[src/rtl/zigbee_rx_pkg.sv]
// Shared types and constants for the 802.15.4 receive-side frame synchroniser.
package zigbee_rx_pkg;

   typedef enum logic [1:0] {
      HUNT    = 2'd0,
      SYNC    = 2'd1,
      PHR     = 2'd2,
      PAYLOAD = 2'd3
   } state_t;

   localparam logic [7:0] SFD_DEFAULT = 8'hA7;
   localparam int         PHR_LEN_W   = 7;
   localparam int         MAX_PSDU    = 127;
   localparam int         BITCNT_W    = 10;

   function automatic logic [BITCNT_W-1:0] len_to_bits(input logic [PHR_LEN_W-1:0] len);
      return {len, 3'b000};
   endfunction

endpackage

[src/rtl/rx_watchdog.sv]
// Stall watchdog: counts cycles without a kick while enabled, one-cycle expire at TIMEOUT.
module rx_watchdog #(
   parameter int TIMEOUT = 64
) (
   input  logic inClock,
   input  logic inReset,
   input  logic kick,
   input  logic enable,
   output logic expire
);

   localparam logic [15:0] LAST_C = 16'(TIMEOUT - 1);

   logic [15:0] cnt_q, cnt_d;

   // A kick in the expiry cycle reloads the counter and suppresses the pulse.
   always_comb begin
      cnt_d  = cnt_q;
      expire = 1'b0;
      if (!enable || kick) begin
         cnt_d = 16'd0;
      end else if (cnt_q == LAST_C) begin
         expire = 1'b1;
         cnt_d  = 16'd0;
      end else begin
         cnt_d = cnt_q + 16'd1;
      end
   end

   always_ff @(posedge inClock or negedge inReset) begin
      if (!inReset) begin
         cnt_q <= 16'd0;
      end else begin
         cnt_q <= cnt_d;
      end
   end

endmodule

[src/rtl/frame_sync.sv]
// Frame synchroniser: preamble/SFD hunt, PHR length extraction and payload forwarding to outFIFO.
module frame_sync
   import zigbee_rx_pkg::*;
#(
   parameter int         PREAMBLE_MIN = 32,
   parameter logic [7:0] SFD          = SFD_DEFAULT,
   parameter int         MAX_LEN      = MAX_PSDU,
   parameter int         TIMEOUT      = 64
) (
   input  logic       inClock,
   input  logic       inReset,
   input  logic       inBit,
   input  logic       inBitValid,
   input  logic       inFifoFull,
   output logic       outWriteEnable,
   output logic       outData,
   output logic       outFrameStart,
   output logic       outFrameDone,
   output logic       outLengthError,
   output logic       outAbort,
   output logic       outOverflow,
   output logic [6:0] outLength,
   output logic [1:0] outState
);

   localparam logic [7:0]           PRE_MIN_C = 8'(PREAMBLE_MIN);
   localparam logic [PHR_LEN_W-1:0] MAX_LEN_C = PHR_LEN_W'(MAX_LEN);

   state_t                state_q, state_d;
   logic [7:0]            zero_cnt_q, zero_cnt_d;
   logic [6:0]            shift_q, shift_d;
   logic [2:0]            cap_cnt_q, cap_cnt_d;
   logic                  capturing_q, capturing_d;
   logic [BITCNT_W-1:0]   bit_cnt_q, bit_cnt_d;
   logic [PHR_LEN_W-1:0]  length_q, length_d;
   logic                  we_q, we_d;
   logic                  data_q, data_d;
   logic                  start_q, start_d;
   logic                  done_q, done_d;
   logic                  lerr_q, lerr_d;
   logic                  abort_q, abort_d;
   logic                  ovf_q, ovf_d;

   logic                  wd_en_s;
   logic                  wd_expire_s;
   logic [7:0]            new_byte_s;
   logic [PHR_LEN_W-1:0]  len_s;

   // Only the last seven bits need storing; the eighth is the incoming bit itself.
   assign new_byte_s = {inBit, shift_q};
   assign len_s      = new_byte_s[PHR_LEN_W-1:0];
   assign wd_en_s    = ((state_q == SYNC) && capturing_q) || (state_q == PHR) || (state_q == PAYLOAD);

   rx_watchdog #(
      .TIMEOUT (TIMEOUT)
   ) u_watchdog (
      .inClock (inClock),
      .inReset (inReset),
      .kick    (inBitValid),
      .enable  (wd_en_s),
      .expire  (wd_expire_s)
   );

   always_comb begin
      state_d     = state_q;
      zero_cnt_d  = zero_cnt_q;
      shift_d     = shift_q;
      cap_cnt_d   = cap_cnt_q;
      capturing_d = capturing_q;
      bit_cnt_d   = bit_cnt_q;
      length_d    = length_q;
      we_d        = 1'b0;
      data_d      = data_q;
      start_d     = 1'b0;
      done_d      = 1'b0;
      lerr_d      = 1'b0;
      abort_d     = 1'b0;
      ovf_d       = ovf_q;

      if (wd_expire_s) begin
         abort_d     = 1'b1;
         state_d     = HUNT;
         capturing_d = 1'b0;
         cap_cnt_d   = 3'd0;
      end else if (inBitValid) begin
         case (state_q)
            HUNT: begin
               if (inBit) begin
                  zero_cnt_d = 8'd0;
               end else if (zero_cnt_q + 8'd1 == PRE_MIN_C) begin
                  zero_cnt_d = 8'd0;
                  state_d    = SYNC;
               end else if (zero_cnt_q != 8'hFF) begin
                  zero_cnt_d = zero_cnt_q + 8'd1;
               end else begin
                  zero_cnt_d = zero_cnt_q;
               end
            end
            SYNC: begin
               // Zeros before the first one are still preamble and are not captured.
               if (capturing_q || inBit) begin
                  shift_d     = new_byte_s[7:1];
                  capturing_d = 1'b1;
                  cap_cnt_d   = cap_cnt_q + 3'd1;
                  if (cap_cnt_q == 3'd7) begin
                     capturing_d = 1'b0;
                     state_d     = (new_byte_s == SFD) ? PHR : HUNT;
                  end else begin
                     state_d = SYNC;
                  end
               end else begin
                  state_d = SYNC;
               end
            end
            PHR: begin
               shift_d   = new_byte_s[7:1];
               cap_cnt_d = cap_cnt_q + 3'd1;
               if (cap_cnt_q != 3'd7) begin
                  state_d = PHR;
               end else if ((len_s == '0) || (len_s > MAX_LEN_C)) begin
                  lerr_d  = 1'b1;
                  state_d = HUNT;
               end else begin
                  start_d   = 1'b1;
                  length_d  = len_s;
                  ovf_d     = 1'b0;
                  bit_cnt_d = len_to_bits(len_s);
                  state_d   = PAYLOAD;
               end
            end
            PAYLOAD: begin
               if (inFifoFull) begin
                  ovf_d = 1'b1;
               end else begin
                  we_d   = 1'b1;
                  data_d = inBit;
               end
               bit_cnt_d = bit_cnt_q - 10'd1;
               if (bit_cnt_q == 10'd1) begin
                  done_d  = 1'b1;
                  state_d = HUNT;
               end else begin
                  state_d = PAYLOAD;
               end
            end
            default: begin
               state_d = HUNT;
            end
         endcase
      end else begin
         state_d = state_q;
      end
   end

   always_ff @(posedge inClock or negedge inReset) begin
      if (!inReset) begin
         state_q     <= HUNT;
         zero_cnt_q  <= 8'd0;
         shift_q     <= 7'd0;
         cap_cnt_q   <= 3'd0;
         capturing_q <= 1'b0;
         bit_cnt_q   <= '0;
         length_q    <= '0;
         we_q        <= 1'b0;
         data_q      <= 1'b0;
         start_q     <= 1'b0;
         done_q      <= 1'b0;
         lerr_q      <= 1'b0;
         abort_q     <= 1'b0;
         ovf_q       <= 1'b0;
      end else begin
         state_q     <= state_d;
         zero_cnt_q  <= zero_cnt_d;
         shift_q     <= shift_d;
         cap_cnt_q   <= cap_cnt_d;
         capturing_q <= capturing_d;
         bit_cnt_q   <= bit_cnt_d;
         length_q    <= length_d;
         we_q        <= we_d;
         data_q      <= data_d;
         start_q     <= start_d;
         done_q      <= done_d;
         lerr_q      <= lerr_d;
         abort_q     <= abort_d;
         ovf_q       <= ovf_d;
      end
   end

   assign outWriteEnable = we_q;
   assign outData        = data_q;
   assign outFrameStart  = start_q;
   assign outFrameDone   = done_q;
   assign outLengthError = lerr_q;
   assign outAbort       = abort_q;
   assign outOverflow    = ovf_q;
   assign outLength      = length_q;
   assign outState       = state_q;

endmodule

[config.mk]
export PLATFORM = sky130hd
export DESIGN_NAME = frame_sync
export DESIGN_NICKNAME = d
export VERILOG_FILES = /design/src/rtl/zigbee_rx_pkg.sv /design/src/rtl/rx_watchdog.sv /design/src/rtl/frame_sync.sv
export SDC_FILE = /design/constraint.sdc
export NUM_CORES = 1
export LEC_CHECK = 0
export CAP_MARGIN = 20
export CORE_ASPECT_RATIO = 1.5
export CORE_MARGIN = 4
export CORE_UTILIZATION = 63
export CTS_BUF_LIST = sky130_fd_sc_hd__clkbuf_16
export DETAILED_ROUTE_END_ITERATION = 8
export PLACE_DENSITY = 0.94
export SYNTH_ARGS = -nofsm -noshare
export SYNTH_HDL_FRONTEND = slang
export SYNTH_SLANG_ARGS = --single-unit
[constraint.sdc]
create_clock -name inClock -period 5.3 [get_ports inClock]
set_input_delay 1.06 -clock inClock [delete_from_list [all_inputs] [get_ports inClock]]
set_output_delay 1.06 -clock inClock [all_outputs]
set_load 0.05 [all_outputs]
---- Word level (Yosys, flattened, before mapping) ----
Cells that the tools add are included.
W data, S select, Z words.
operators by class
  multiplexer cells ....................... 55
  equality and inequality tests ........... 17
  reduce and logical (&&, ||, !) cells .... 25
  bitwise operators ....................... 4
  $add $sub $neg .......................... 4
  $lt $le $gt $ge ......................... 1
  shift-type cells ........................ 0
  multipliers ............................. 0
  divide/modulo/power cells ............... 0
operators with widths
  cell                     count
  $mux W16                 2
  $mux W1                  29
  $mux W8                  3
  $mux W10                 2
  $mux W2                  10
  $pmux W10 S2             1
  $add A16 B1 Y16 const B  1
  $eq A16 B6 Y1 const B    1
  $pmux W7 S2              1
  $reduce_and A4 Y1        3
  $eq A10 B1 Y1 const B    1
  $reduce_and A5 Y1        2
  $reduce_bool A2 Y1       5
  $sub A10 B1 Y10 const B  1
  $mux W3                  3
  $reduce_and A3 Y1        3
  $add A8 B1 Y8 const B    1
  $eq A8 B6 Y1 const B     1
  $eq A8 B8 Y1 const B     1
  $ne A8 B8 Y1 const B     1
  $pmux W2 S4              1
  $gt A7 B7 Y1 const B     1
  $logic_not A7 Y1         1
  $mux W7                  1
  18 further kinds         30
word-level totals
  input port bits ......................... 5
  register bits after elaboration ......... 61
  output and inout port bits .............. 16
  latch bits .............................. 0
  bits in read-only memories .............. 0
  RAM bits ................................ 0
  memories kept ........................... 0

---- Depth between registers and ports, before layout ----
  depth in word-level cells ............... 9
  gate-level depth with buffers ........... 9

---- Hierarchy ----
A second synthesis with hierarchy kept.
second synthesis, totals
  cell total of the unflattened synthesis .. 322
  area total of the unflattened synthesis .. 3101.7 µm²
by module, submodules not included
  module       cells each  instances  seq. area each (µm²)  area each (µm²)
  frame_sync   242         1          1126.1                2285.9
  rx_watchdog  80          1          400.4                 815.8

---- Worst setup path before layout ----
OpenSTA, ideal clock, no wires.
  path kind ............................... reg2reg
  start ................................... register state_q[1] (netlist: outState[1])
  end ..................................... register state_q[0] (netlist: outState[0])
  stages on the path, launching flop included .. 8
  path buffers ............................ 0
  slack ................................... 3.038 ns
  arrival ................................. 2.137 ns
  required time ........................... 5.175 ns
  path through ............................ dfrtp_1 > inv_1 > ha_1 > a211oi_1 > or2_2 > nor4_4 > a21oi_1 > mux2_2
on the way
  word-level cells in the longest chain between the ends .. 9
  elaborated cells on any way between the ends .. 17
  those cells by class .................... eq/ne (5); mux (4); reduce/logical (8)
ends and longest elaborated chain
  item                                                                 line                                text
  start: declaration                                                   frame_sync.sv:29                    state_t state_q, state_d;
  start signal: assignment                                             frame_sync.sv:172                   state_q <= state_d;
  $eq A2 B1 Y1                                                         frame_sync.sv:52, frame_sync.sv:86
  $logic_and A1 B1 Y1                                                  frame_sync.sv:52                    assign wd_en_s = ((state_q == SYNC) && capturing_q) || (state_q == PHR) || (state_q == PAYLOAD);
  $logic_or A1 B1 Y1 (2 in series)                                     frame_sync.sv:52
  $logic_not A1 Y1                                                     rx_watchdog.sv:20                   if (!enable || kick) begin
  $logic_or A1 B1 Y1                                                   rx_watchdog.sv:20
  $mux W1                                                              rx_watchdog.sv:20
  $ne A3 B2 Y1 (no source line) or $reduce_bool A2 Y1 (tied branches)  --
  $reduce_and A3 Y1 (no source line)                                   --
Several ways; a longest one is shown, not always the timed one. The select of a mux whose other input is x is not followed.
A chain may end at the register's enable or synchronous reset.

---- Final worst setup path ----
  start ................................... input port inBitValid
  end ..................................... register state_q[0] (netlist: outState[0])
on the way
  word-level cells in the longest chain between the ends .. 4
  elaborated cells on any way between the ends .. 7
  those cells by class .................... eq/ne (2); mux (2); reduce/logical (3)
ends and longest elaborated chain
  item                                                                 line               text
  start: declaration                                                   frame_sync.sv:13   input logic inBitValid,
  $logic_or A1 B1 Y1                                                   rx_watchdog.sv:20
  $mux W1                                                              rx_watchdog.sv:20
  $ne A3 B2 Y1 (no source line) or $reduce_bool A2 Y1 (tied branches)  --
  $reduce_and A3 Y1 (no source line)                                   --
Several ways; a longest one is shown, not always the timed one.

==> metrics.txt <==
status=complete, no violations; Setup Buffers After CTS=0; mean number of vias per cell=roughly 6; Seq/Total Area, Yosys=0.478; die area=6300 um^2; largest net degree at the start of global routing=62; Final ANT Viol Nets=0; fill count=312; clk sink count=61; P&R area growth vs syn=16.1%; Rows=31; Final Non-Filler Cells=between 400 and 500; number of CTS-inserted buffers=9; #FFs+latches synth=about 60; syn nets=between 300 and 400; Worst Hold Class=flop to flop; RSZ-0062 raised after global routing=no; Synth area leader=dfrtp_1; DRT Pass-1 Iters=5; average size of a mapped cell=between 10 and 15 um^2; Slew @ Worst Pin=just over 0.9 ns; max cap viols=0; Max Buffers Root-to-Sink=2; Pint=0.00126 W; Static Leak=roughly 1.5 nW; Required @ worst endpoint=5.51 ns; Rel. slew slack=0.394; die width=approximately 66 um; Reg power frac=0.371; CTS tree=yes; worst clock skew=between 0.006 and 0.007 ns; cell with the most instances after synthesis=dfrtp_1; total negative slack=0 ns; critical path endpoint category=flop; Slew Viols, Final=0; # diodes=0; Die Span Y=95.2 um; synth cell count leaders=dfrtp_1, nor2_1, nand2_1; Root Buffer=clkbuf_16; crit path DAT=~3 ns; vias in the first global route=approximately 2.6k; clk_lat worst skew=0.33 ns; routed vias=about 2.5k; Starting Density=0.654; routability cong.=about 0.87; PortBufs=20; Tot GR Track Use=0.238; yosys warns=0; FFs w/ async S/R, synth=1.00; Final Hold Vio Count=0; Switching Power=0.000793 W; Crit Path Max Fanout=13; IO Pins=21; Clock Power Share=0.274; Power Dens Cells=554 nW/um^2; share of cells above drive strength 1=0.141; Synth area leaders=dfrtp_1, mux2_2, nor2_1, ha_1, nand2_1; Post-Route WL=approximately 6800 um; Nets=352; Gate power share=0.354; top-area cell type share of the netlist area=0.478; Routed WL per cell=~17 um; Synth cell types=between 50 and 60; placed cell count=390; Setup crit start kind=primary input; kind of critical path=primary input to flop; core footprint=between 4000 and 5000 um^2; Synth Cell Area=3200 um^2; Final Cycle Share=0.523; final setup violating endpoints=0; Initial DRC Count=around 180; switch share=0.386; EDFF count, synth=0; min Tclk post-route=approximately 2.8 ns; dpl hpwl=4500 um; worst IR drop on VDD=a little under 500 uV; cts hold-fix bufs=0; Remaining DRCs=0; cell count after synthesis=between 300 and 400; ys flop type=dfrtp_1; first-pass GRT wire length=approximately 11000 um; H-tree Lvls=3; post-CTS sizing=0; clock slew seen by the registers of the worst setup and hold paths=around 0.050 ns; initial antenna violation count=0; Fmax=360 MHz; grt ovf=0
area by class of cell:
class,count,area [um^2],share of cell area
clock buffers,9,225,0.0607
clock inverters,7,66.3,0.0179
inverters,10,37.5,0.0101
multi-input cells,232,1570,0.422
flip-flops and latches,61,1530,0.411
well taps,66,82.6,0.0223
repair buffers,22,208,0.0560
worst paths after layout:
| kind | from | to | cells after the start | slack [ns] |
|---|---|---|---|---|
| min in group asynchronous | inReset | bit_cnt_q[4] | 2 | 0.87 |
| setup / recovery | inBitValid | outState[0] | 5 | 2.53 |
| max in group asynchronous | inReset | outState[1] | 2 | 3.93 |
| hold / removal | u_watchdog.cnt_q[0] | u_watchdog.cnt_q[0] | 1 | 0.47 |
| setup reg to reg | outState[0] | outState[0] | 6 | 2.68 |
| hold reg to reg | u_watchdog.cnt_q[0] | u_watchdog.cnt_q[0] | 1 | 0.47 |
state kept, by name (all words and copies together), names as in the netlist:
register	flops
outLength	7
u_watchdog.cnt_q	16
outWriteEnable	1
capturing_q	1
outAbort	1
outOverflow	1
outData	1
outFrameStart	1
outState	2
zero_cnt_q	8
outFrameDone	1
outLengthError	1
len_s	7
bit_cnt_q	10
cap_cnt_q	3
routing by layer:
metal	up-vias	wire length (um)	global-route usage
met4	0	225	0.132
met1	1221	2610	0.255
met5	-	0	0
met3	26	310	0.0708
li1	1172	-	-
met2	81	3630	0.413
critical path: stages:
cell	delay, ns
clkdlybuf4s50_1	0.65
or2_2	0.46
nor4_4	0.46
a21oi_1	0.07
mux2_2	0.28
metrics by stage:
step | power, W | setup WS, ns | area (um^2) | hold WS (ns) | util
final | 0.00206 | 2.53 | 3710 | 0.466 | 0.759
after detailed placement | 0.00147 | 2.09 | 3410 | 0.451 | 0.699
after global placement | 0.00143 | 2.20 | 3410 | 0.435 | 0.699
after global routing | 0.00218 | 2.42 | 3710 | 0.477 | 0.759
after floorplan | 0.00129 | 3.04 | 3200 | 0.424 | -
after CTS | 0.00205 | 2.35 | 3710 | 0.458 | 0.758
kinds of logic (layout without fill, tap and decap cells):
kind of cell	after synthesis	in the layout	synth area share
and+or+nand+nor	124	124	0.193
buffers and inverters	23	48	0.0325
xor gates and xnor gates	16	16	0.0439
AOI/OAI and AO/OA	61	61	0.140
adders and majority gates	11	11	0.0431
DFF	61	61	0.478
muxes	20	20	0.0693
power groups by stage:
stage	Clock, W	Combinational, W	Sequential, W
after floorplan	0	0.000497	0.000789
after global placement	0	0.000677	0.000752
after detailed placement	0	0.000711	0.000763
after CTS	0.000567	0.000727	0.000759
after global routing	0.000595	0.000799	0.000782
final	0.000565	0.000728	0.000764
layout by cell type, fill, tap and decap left out, types with 2 or more instances in the layout:
cell	n
dfrtp_1	61
buf_2	2
nand3_1	10
mux2_2	17
clkdlybuf4s50_1	19
nand2_1	31
nor2b_1	2
o21ai_0	9
or3_1	3
o31ai_1	3
nor4_1	5
nor2_1	39
a41oi_1	3
clkinv_2	2
and4_2	2
mux2i_1	3
inv_1	10
o22a_1	8
a31oi_1	3
nand4_1	7
a211o_1	3
nor3_1	10
clkinvlp_4	3
a21oi_1	14
clkbuf_16	9
a2bb2oi_1	2
xor2_1	10
and2_1	4
a21oi_2	3
xnor2_1	6
nand2b_1	2
o211ai_1	2
a211oi_1	2
ha_1	11
(Power assumes the default switching activity.)
